`src/rtl/lfsr_core_if.sv`:
```
// Register-block side of the LFSR stage: control, seed and taps in, state and status out.
// The master is the AXI-Lite register block; the slave is lfsr_core.
interface lfsr_core_if;
  logic [7:0]  ctrl_reg;
  logic [7:0]  seed_reg;
  logic [7:0]  taps_reg;
  logic [7:0]  lfsr_data;
  logic        lfsr_valid;
  logic        lockup;
  logic [15:0] adv_count;

  modport master (
    output ctrl_reg, seed_reg, taps_reg,
    input  lfsr_data, lfsr_valid, lockup, adv_count
  );

  modport slave (
    input  ctrl_reg, seed_reg, taps_reg,
    output lfsr_data, lfsr_valid, lockup, adv_count
  );
endinterface

```
`src/rtl/lfsr_core.sv`:
```
// 8-bit Fibonacci/Galois LFSR with rate divider, single-step, advance counter
// and sticky zero-state lockup. All outputs come straight from registers.
module lfsr_core (
  input  logic        clk,
  input  logic        reset,
  lfsr_core_if.slave  bus
);

  typedef enum logic [1:0] {IDLE, RUN, LOCKED} state_t;

  state_t      state_reg, state_next;
  logic [1:0]  ctrl_q_reg;          // previous load/step bits for edge detection
  logic [7:0]  data_reg, data_next;
  logic        valid_reg, valid_next;
  logic        lockup_reg, lockup_next;
  logic [15:0] count_reg, count_next;
  logic [3:0]  div_cnt_reg, div_cnt_next;

  logic       enable, mode;
  logic [3:0] div;
  logic       load_evt, step_evt, advance;
  logic [7:0] fib_next, gal_next, adv_value;

  assign enable   = bus.ctrl_reg[0];
  assign mode     = bus.ctrl_reg[3];
  assign div      = bus.ctrl_reg[7:4];
  assign load_evt = bus.ctrl_reg[1] & ~ctrl_q_reg[0];
  assign step_evt = bus.ctrl_reg[2] & ~ctrl_q_reg[1];

  assign fib_next  = {data_reg[6:0], ^(data_reg & bus.taps_reg)};
  assign gal_next  = {data_reg[6:0], 1'b0} ^ (data_reg[7] ? bus.taps_reg : 8'h00);
  assign adv_value = mode ? gal_next : fib_next;

  always_ff @(posedge clk or posedge reset) begin
    if (reset) begin
      state_reg <= IDLE;
    end else begin
      state_reg <= state_next;
    end
  end

  always_comb begin
    state_next   = state_reg;
    data_next    = data_reg;
    valid_next   = 1'b0;
    lockup_next  = lockup_reg;
    count_next   = count_reg;
    div_cnt_next = div_cnt_reg;
    advance      = 1'b0;

    if (load_evt) begin
      // Load overrides any due advance or step in the same cycle.
      data_next    = (bus.seed_reg == 8'h00) ? 8'h01 : bus.seed_reg;
      count_next   = 16'h0000;
      lockup_next  = 1'b0;
      div_cnt_next = 4'd0;
      valid_next   = 1'b1;
      state_next   = enable ? RUN : IDLE;
    end else begin
      case (state_reg)
        IDLE: begin
          if (enable) begin
            state_next   = RUN;
            div_cnt_next = 4'd0;
          end else if (step_evt) begin
            advance = 1'b1;
          end
        end
        RUN: begin
          if (!enable) begin
            state_next   = IDLE;
            div_cnt_next = 4'd0;
          end else if (div_cnt_reg == div) begin
            advance      = 1'b1;
            div_cnt_next = 4'd0;
          end else begin
            div_cnt_next = div_cnt_reg + 4'd1;
          end
        end
        LOCKED: begin
          state_next = LOCKED;
        end
        default: begin
          state_next = IDLE;
        end
      endcase

      if (advance) begin
        data_next  = adv_value;
        count_next = count_reg + 16'd1;
        valid_next = 1'b1;
        if (adv_value == 8'h00) begin
          lockup_next = 1'b1;
          state_next  = LOCKED;
        end
      end
    end
  end

  always_ff @(posedge clk or posedge reset) begin
    if (reset) begin
      ctrl_q_reg  <= 2'b00;
      data_reg    <= 8'h01;
      valid_reg   <= 1'b0;
      lockup_reg  <= 1'b0;
      count_reg   <= 16'h0000;
      div_cnt_reg <= 4'd0;
    end else begin
      ctrl_q_reg  <= bus.ctrl_reg[2:1];
      data_reg    <= data_next;
      valid_reg   <= valid_next;
      lockup_reg  <= lockup_next;
      count_reg   <= count_next;
      div_cnt_reg <= div_cnt_next;
    end
  end

  assign bus.lfsr_data  = data_reg;
  assign bus.lfsr_valid = valid_reg;
  assign bus.lockup     = lockup_reg;
  assign bus.adv_count  = count_reg;

endmodule

```
`src/flat_wrapper.sv`:
```
// flat-port wrapper written by rule: the top's interface ports become plain ports
module lfsr_core_flat 
  (clk, reset, bus_ctrl_reg, bus_seed_reg, bus_taps_reg, bus_lfsr_data, bus_lfsr_valid, bus_lockup, bus_adv_count);
  lfsr_core_if bus_i ();
  input  logic clk;
  input  logic reset;
  input wire logic [$bits(bus_i.ctrl_reg)-1:0] bus_ctrl_reg;
  input wire logic [$bits(bus_i.seed_reg)-1:0] bus_seed_reg;
  input wire logic [$bits(bus_i.taps_reg)-1:0] bus_taps_reg;
  output wire logic [$bits(bus_i.lfsr_data)-1:0] bus_lfsr_data;
  output wire logic [$bits(bus_i.lfsr_valid)-1:0] bus_lfsr_valid;
  output wire logic [$bits(bus_i.lockup)-1:0] bus_lockup;
  output wire logic [$bits(bus_i.adv_count)-1:0] bus_adv_count;
  assign bus_i.ctrl_reg = bus_ctrl_reg;
  assign bus_i.seed_reg = bus_seed_reg;
  assign bus_i.taps_reg = bus_taps_reg;
  assign bus_lfsr_data = bus_i.lfsr_data;
  assign bus_lfsr_valid = bus_i.lfsr_valid;
  assign bus_lockup = bus_i.lockup;
  assign bus_adv_count = bus_i.adv_count;
  lfsr_core u_core (.clk(clk), .reset(reset), .bus(bus_i));
endmodule
```
`config.mk`:
```
export PLATFORM = sky130hd
export DESIGN_NAME = lfsr_core_flat
export DESIGN_NICKNAME = d
export VERILOG_FILES = /design/src/rtl/lfsr_core_if.sv /design/src/rtl/lfsr_core.sv /design/src/flat_wrapper.sv
export SDC_FILE = /design/constraint.sdc
export NUM_CORES = 1
export LEC_CHECK = 0
export ABC_AREA = 1
export CAP_MARGIN = 40
export CORE_ASPECT_RATIO = 1.1
export CORE_UTILIZATION = 30
export CTS_CLUSTER_DIAMETER = 30
export DETAILED_ROUTE_END_ITERATION = 8
export PLACE_DENSITY = 0.55
export SLEW_MARGIN = 20
export SYNTH_ARGS = -nofsm -noshare
export SYNTH_HDL_FRONTEND = slang
export SYNTH_SLANG_ARGS = --single-unit
export TNS_END_PERCENT = 20
```
`constraint.sdc`:
```
create_clock -name clk -period 2.7 [get_ports clk]
set_clock_uncertainty 0.1 [all_clocks]
set_input_delay 0.27 -clock clk [delete_from_list [all_inputs] [get_ports clk]]
set_output_delay 0.27 -clock clk [all_outputs]
set_load 0.02 [all_outputs]
```
==> results of run 1 <==
[per-stage QoR]
stage,setup slack (ns),utilization,cell area (µm²)
5_1_grt,0.670,0.417,2950
6_report,0.850,0.417,2950
2_1_floorplan,1.05,-,2220
3_3_place_gp,0.602,0.401,2840
3_5_place_dp,0.528,0.401,2840
4_1_cts,0.839,0.417,2950
[layer usage]
layer / vias up / global-route usage / share of wire
met3: 9 / 0.0315 / 0.049
met1: 967 / 0.207 / 0.48
met4: 0 / 0.0474 / 0.013
met5: - / 0 / 0
met2: 51 / 0.257 / 0.46
li1: 1133 / - / -
[cells in the final DEF (no fill, tap or decap), types with 2 or more instances in the layout]
cell type	synthesis	final
o22ai_1	2	2
nand2_2	5	5
nor2_2	5	5
ha_1	2	2
o31ai_1	3	3
nand3_1	19	19
nand3_2	6	6
nor3_1	7	7
nand4_1	4	4
clkinv_1	2	2
nor2_1	20	20
buf_4	0	4
dfrtp_1	33	33
inv_1	45	45
a21oi_1	8	8
clkdlybuf4s50_1	0	51
o21bai_1	2	2
clkbuf_8	0	8
inv_2	4	4
o21ai_0	9	9
o221ai_1	5	5
o211ai_1	2	2
xor2_1	6	6
nand2_1	121	121
[area by class of cell]
cell class	instances	area (µm²)	area share
multi-input cells	233	1150	0.391
flip-flops and latches	34	852	0.288
repair buffers	55	541	0.183
inverters	51	191	0.0648
clock buffers	8	110	0.0373
well taps	85	106	0.0360
[power breakdown]
| group | switching [mW] | internal, mW |
|---|---|---|
| clock network | 0.194 | 0.258 |
| registers | 0.0461 | 0.548 |
| logic | 0.234 | 0.169 |
[kinds of logic after synthesis]
| logic type | Yosys count | share of synthesized area |
|---|---|---|
| adder cells (fa/ha/maj) | 2 | 0.0113 |
| AND/OR/NAND/NOR | 191 | 0.382 |
| XOR/XNOR | 6 | 0.0237 |
| AO/OA/AOI/OAI | 34 | 0.103 |
| buffers and inverters | 54 | 0.0964 |
| flip-flops | 34 | 0.384 |
[worst min-delay path by stage]
stage | to | slack (ns)
4_1_cts | u_core.bus.lfsr_data[6]$_DFFE_PP0P_ | 0.31
3_5_place_dp | u_core.bus.adv_count[11]$_DFFE_PP0P_ | 0.43
2_1_floorplan | u_core.ctrl_q_reg[0]$_DFF_PP0_ | 0.20
6_report | u_core.bus.lfsr_data[5]$_DFFE_PP0P_ | 0.28
5_1_grt | u_core.ctrl_q_reg[0]$_DFF_PP0_ | 0.35
3_3_place_gp | u_core.bus.adv_count[11]$_DFFE_PP0P_ | 0.42
==> out/metrics.cfg, run 1 <==
[route]
routed_wirelength_um=5680
drc=8
drt-pass1-iter-count=6
vias_per_cell=4.64
post_drt_wl_per_cell_um=12.2
route.vias.total=2160
drtIter0Drc=100
drtAntennaViolNets=0

[power]
power.density_nw_per_um2=491
vdd_ir_drop_max_mv=0.271
leakagePower_nw=1.42
total_power_mw=1.45

[timing]
slew_headroom=0.700
final_max_slew_viol_count=0
holdWs_ns=0.284
period_needed_ns=1.85
max_clock_freq_mhz=540
setup_viol=0
period_share=0.685
rsz0062_at_grt=false
setup_tns_ns=0
hold_viol_final=0
tightestPinTransition_ns=0.449

[setup_path]
critPathArrivalTime_ns=1.48
cp_slowest_cell=clkdlybuf4s50_1
ff2ff_setup_slack_ns=0.95
crit-reg2reg-launch=u_core.bus.lfsr_data[7]$_DFFE_PP0P_
path_cells=clkdlybuf4s50_1
cp.required_ns=2.33
critPathBufInv=1
cp-end-kind=output port
crit_end=bus_lfsr_data[0]
rr_endpoint=u_core.state_reg[1]$_DFF_PP0_
crit_family=buffers and inverters
start_kind=flip-flop
critPathLaunch=u_core.bus.lfsr_data[0]$_DFFE_PP1P_
ff2ff_path_depth=12
critPathMaxStageDelay_ns=0.62
cp.depth=1
cp_max_fo=5
crit_type=reg -> out

[synthesis]
synth_cells=321
seq_area_frac_synth=0.384
async_flop_share=1.00
synth_edf_count=0
yosysWarnings=0
yosys.cell_types.count=32
synth_nets=349
yosys.area.top_type=dfrtp_1
synth_area_per_cell_um2=6.91
synth_area_um2=2220
synth.area.top_cells=dfrtp_1 (37%), nand2_1 (20%), inv_1 (7.6%)
synth.most_common_cell=nand2_1
synth_flop_cell=dfrtp_1
synth_top_cell_area_share=0.372
ys_ff_latch=34
synth_common_cells=nand2_1 (121), inv_1 (45), dfrtp_1 (33)

[die]
core_area_um2=7090
rows=32
start_util=0.313
die_w_um=84.0
dieArea_um2=7750
ioPinCount=52
die_y_um=92.2

[grt]
grt_pass1_wl_um=9560
grt_max_degree=35
track_usage=0.156
first_global_vias=2014
grt_remaining_overflow=0
antenna_found_initial=0

[min_path]
hp-class=in -> async

[status]
violations=DRC
outcome=finished with violations

[clock_tree]
postCtsHoldBufs=0
post_cts_buffers=0
htree_levels=2
cts_buffers=5
cts_sinks=34
postCtsResizedCells=0
clock_latency_ns=0.29
clockRootBuffer=clkbuf_8
clockBufferDepth=2
cts_tree=done
clk_pin_slew_ns=0.07

[run]
cap_violations=0

[cells_and_area]
largest_register_ffs=16
n_antenna_cell=0
nets=408
area_delta_synth_final_pct=33.1
drive_gt1_frac=0.0997
final.fill_count=740
final_cell_count_no_fill=466

[placed_design]
dp_cells=458
place.gp.congestion=0.814
hpwl_um=4340
portBuffers=51

No activity file was read; power rests on OpenSTA's default activity.
==> run 2, diff against run 1 <==
Settings changed: PLACE_DENSITY 0.55 to 0.57.
Clock period 2.7 ns to 1.65 ns, I/O delays scaled along.
==> run 2 against run 1 <==
The run ends with DRC, setup timing left; cell area grew 12%; sequential power grew 61%; routed wire length grew 4.0%; via count grew 9.1%; clock power grew 43%; utilization grew 5.2 points; cell count grew 7.5%; worst setup slack lost 0.88 ns.
==> out/metrics.cfg, run 2 (synthesis results as in run 1) <==
[clock_tree]
htree_levels=2
clock_latency_ns=0.29
clockBufferDepth=2
postCtsHoldBufs=0
cts_sinks=34
clk_pin_slew_ns=0.07
cts_tree=done
clockRootBuffer=clkbuf_8
cts_buffers=5

[setup_path]
start_kind=flip-flop
cp.required_ns=1.77
crit_type=reg -> reg
cp_max_fo=8
critPathArrivalTime_ns=1.80
cp-end-kind=flip-flop

[timing]
slew_headroom=0.768
hold_viol_final=0
holdWs_ns=0.109
period_share=1.02
final_max_slew_viol_count=0
setup_viol=8
period_needed_ns=1.68
setup_tns_ns=-0.129
setup_ws_ns=-0.0320
max_clock_freq_mhz=595
rsz0062_at_grt=true
tightestPinTransition_ns=0.348

[placed_design]
portBuffers=51
dpl_worst_slack_ns=-0.274
hpwl_um=4470
placed_area_um2=3110
dp_cells=490
place.gp.congestion=0.822

[power]
leakagePower_nw=1.77
vdd_ir_drop_max_mv=0.423
power.density_nw_per_um2=732
total_power_mw=2.43

[cells_and_area]
n_antenna_cell=0
final_common_cell=nand2_1
final_area_um2=3320
final_util=0.468
final_cell_mix=nand2_1 (118), inv_1 (45), clkdlybuf4s50_1 (39)
area_delta_synth_final_pct=49.5
nets=443
largest_register_ffs=16
final_cell_count_no_fill=501
drive_gt1_frac=0.209

[die]
die_y_um=92.2
rows=32
die_w_um=84.0
ioPinCount=52
dieArea_um2=7750
core_area_um2=7090
start_util=0.313

[route]
drt-pass1-iter-count=6
post_drt_wl_per_cell_um=11.8
drtIter0Drc=74
routed_wirelength_um=5910
drtAntennaViolNets=0
drc=10
route.vias.total=2357
vias_per_cell=4.70

[status]
violations=DRC, setup timing
outcome=finished with violations

[grt]
first_global_vias=2176
grt_max_degree=35
grt_remaining_overflow=0
track_usage=0.159
grt_pass1_wl_um=9780
antenna_found_initial=0

[min_path]
hp-class=in -> async

[run]
cap_violations=0

[run 2: final cells by class]
cell class / count / area (µm²)
clock buffer: 7 / 86.3
sequential: 34 / 855
timing repair buffer: 90 / 847
inverter: 51 / 196
tap: 85 / 106
multi-input combinational: 233 / 1220
fill: 731 / 3770
clock inverter: 1 / 5.00
[run 2: critical path, stage by stage (launching register included)]
cell and delay [ns]:
dfrtp_2 0.45, nor2_1 0.11, nand3_1 0.09, o21ai_2 0.11, a21boi_4 0.39, nand2_4 0.15, inv_4 0.08, nand2_1 0.05
o211ai_1 0.07
[run 2: final timing paths]
path	from	to	slack, ns	cells past startpoint
setup / recovery	u_core.state_reg[1]$_DFF_PP0_	u_core.bus.lfsr_data[0]$_DFFE_PP1P_	-0.03	8
hold / removal	reset	u_core.bus.lfsr_data[4]$_DFFE_PP0P_	0.11	3
setup reg to reg	u_core.state_reg[1]$_DFF_PP0_	u_core.bus.lfsr_data[0]$_DFFE_PP1P_	-0.03	8
hold reg to reg	u_core.bus.adv_count[11]$_DFFE_PP0P_	u_core.bus.adv_count[11]$_DFFE_PP0P_	0.42	1
max in group asynchronous	reset	u_core.bus.lfsr_data[0]$_DFFE_PP1P_	1.08	3
min in group clk	bus_ctrl_reg[1]	u_core.ctrl_q_reg[0]$_DFF_PP0_	0.24	1
[run 2: where the power goes]
part           switching [mW]  total, mW  internal [mW]  leakage (nW)
registers              0.0574      0.955          0.898         0.446
clock network           0.311      0.647          0.337        0.0482
logic                   0.443      0.827          0.385          1.28
[run 2: layer usage]
| layer | track usage | up-vias | part of all wire |
|---|---|---|---|
| li1 | - | 1204 | - |
| met1 | 0.203 | 1095 | 0.47 |
| met2 | 0.267 | 51 | 0.47 |
| met3 | 0.0288 | 7 | 0.042 |
| met4 | 0.0603 | 0 | 0.015 |
| met5 | 0 | - | 0 |
[run 2: what timing repair did]
action / in CTS / in global routing
resized for setup: 5 / 30
setup buffers: 0 / 3
pin swaps: 0 / 8
endpoints found under the setup margin: 8 / 34
==> run 3, diff against run 2 <==
Settings changed: HOLD_SLACK_MARGIN set to 0.05, PLACE_DENSITY 0.57 to 0.63.
==> run 3 against run 2 <==
The flow still finishes with violations (DRC, setup timing); clock-buffer cell count increased by 1; via count unchanged; register-to-register slack lost 0.06 ns; utilization up 0.95 points; critical endpoint is now u_core.bus.adv_count[15]$_DFFE_PP0P_; largest cell class unchanged.
==> out/metrics.cfg, run 3 (synthesis results as in run 1) <==
[cells_and_area]
final_common_cell=nand2_1
final_util=0.478
area_delta_synth_final_pct=52.6
drive_gt1_frac=0.227
seq_area_um2=855
final_area_um2=3390
final_cell_count_no_fill=503
nets=445
largest_register_ffs=16
multi_input_area_um2=1280
final_cell_mix=nand2_1 (115), inv_1 (44), clkdlybuf4s50_1 (42)
final.fill_count=703
n_antenna_cell=0

[clock_tree]
clockBufferDepth=2
cts_buffers=5
clockRootBuffer=clkbuf_8
clock_latency_ns=0.30
htree_levels=2
cts_tree=done
clk_pin_slew_ns=0.07
cts_sinks=34

[timing]
setup_ws_ns=-0.0956
period_needed_ns=1.75
tightestPinTransition_ns=0.274
slew_headroom=0.816
final_max_slew_viol_count=0
setup_tns_ns=-1.03
setup_viol=18
period_share=1.06
max_clock_freq_mhz=573
hold_viol_final=0
rsz0062_at_grt=true
holdWs_ns=0.115

[power]
vdd_ir_drop_max_mv=0.375
leakagePower_nw=1.72
power.density_nw_per_um2=728
total_power_mw=2.47

[placed_design]
place.gp.congestion=0.877
placed_area_um2=3090
hpwl_um=4540
dpl_worst_slack_ns=-0.321
portBuffers=51
dp_cells=487

[grt]
grt_remaining_overflow=0
first_global_vias=2192
grt_pass1_wl_um=9870
track_usage=0.161
antenna_found_initial=0
grt_max_degree=35

[route]
drt-pass1-iter-count=7
routed-wl-met2_um=2930
drc=10
met3_length_um=367
route.vias.total=2357
wl_met1_um=2810
drtAntennaViolNets=0
routed_wirelength_um=6180
highest_layer=met4
post_drt_wl_per_cell_um=12.3
drtIter0Drc=96
vias_per_cell=4.69

[status]
violations=DRC, setup timing
outcome=finished with violations

[setup_path]
critPathArrivalTime_ns=1.87
crit_type=reg -> reg
cp-end-kind=flip-flop
critPathLaunch=u_core.state_reg[1]$_DFF_PP0_
start_kind=flip-flop
crit-reg2reg-launch=u_core.state_reg[1]$_DFF_PP0_
rr_endpoint=u_core.bus.adv_count[15]$_DFFE_PP0P_
cp.required_ns=1.78
cp_max_fo=6
ff2ff_path_depth=9
ff2ff_setup_slack_ns=-0.1

[min_path]
hp-class=in -> async

[run]
cap_violations=0

[die]
die_w_um=84.0
start_util=0.313
die_y_um=92.2
dieArea_um2=7750
ioPinCount=52
core_area_um2=7090
rows=32

run 3: worst max path at each step:
stage                                                 to  slack (ns)
floorplan           u_core.bus.adv_count[14]$_DFFE_PP0P_        0.03
global placement           u_core.state_reg[0]$_DFF_PP0_       -0.29
detailed placement   u_core.bus.lfsr_data[0]$_DFFE_PP1P_       -0.32
CTS                  u_core.bus.adv_count[9]$_DFFE_PP0P_       -0.06
global route         u_core.bus.adv_count[9]$_DFFE_PP0P_       -0.19
finish              u_core.bus.adv_count[15]$_DFFE_PP0P_        -0.1
run 3: cell type report:
class | count | area share
clock buffer | 8 | 0.0266
inverter | 51 | 0.0587
multi-input combinational | 234 | 0.378
sequential | 34 | 0.252
tap | 85 | 0.0314
timing repair buffer | 91 | 0.253
run 3: layer usage:
layer	vias to the layer above	GRT usage
met5	-	0
met4	0	0.0589
met3	7	0.0405
met2	68	0.261
met1	1076	0.206
li1	1206	-
run 3: timing repair:
item,4_1_cts,5_1_grt
pin swaps,5,10
gates cloned,0,1
buffers inserted,2,5
gates resized for setup,13,39
setup endpoints to repair,27,33
hold buffers,0,0
run 3: power by group:
part	internal, mW	switching (mW)
Clock	0.340	0.308
Combinational	0.401	0.454
Sequential	0.898	0.0643
run 3: critical path: stages (launching register included):
cell      delay (ns)
dfrtp_2         0.46
nor2_1          0.12
nand3_1         0.13
o21ai_4         0.14
a21boi_4        0.28
buf_12          0.14
buf_4           0.10
buf_4           0.08
nand3_1         0.06
nand2_1         0.06
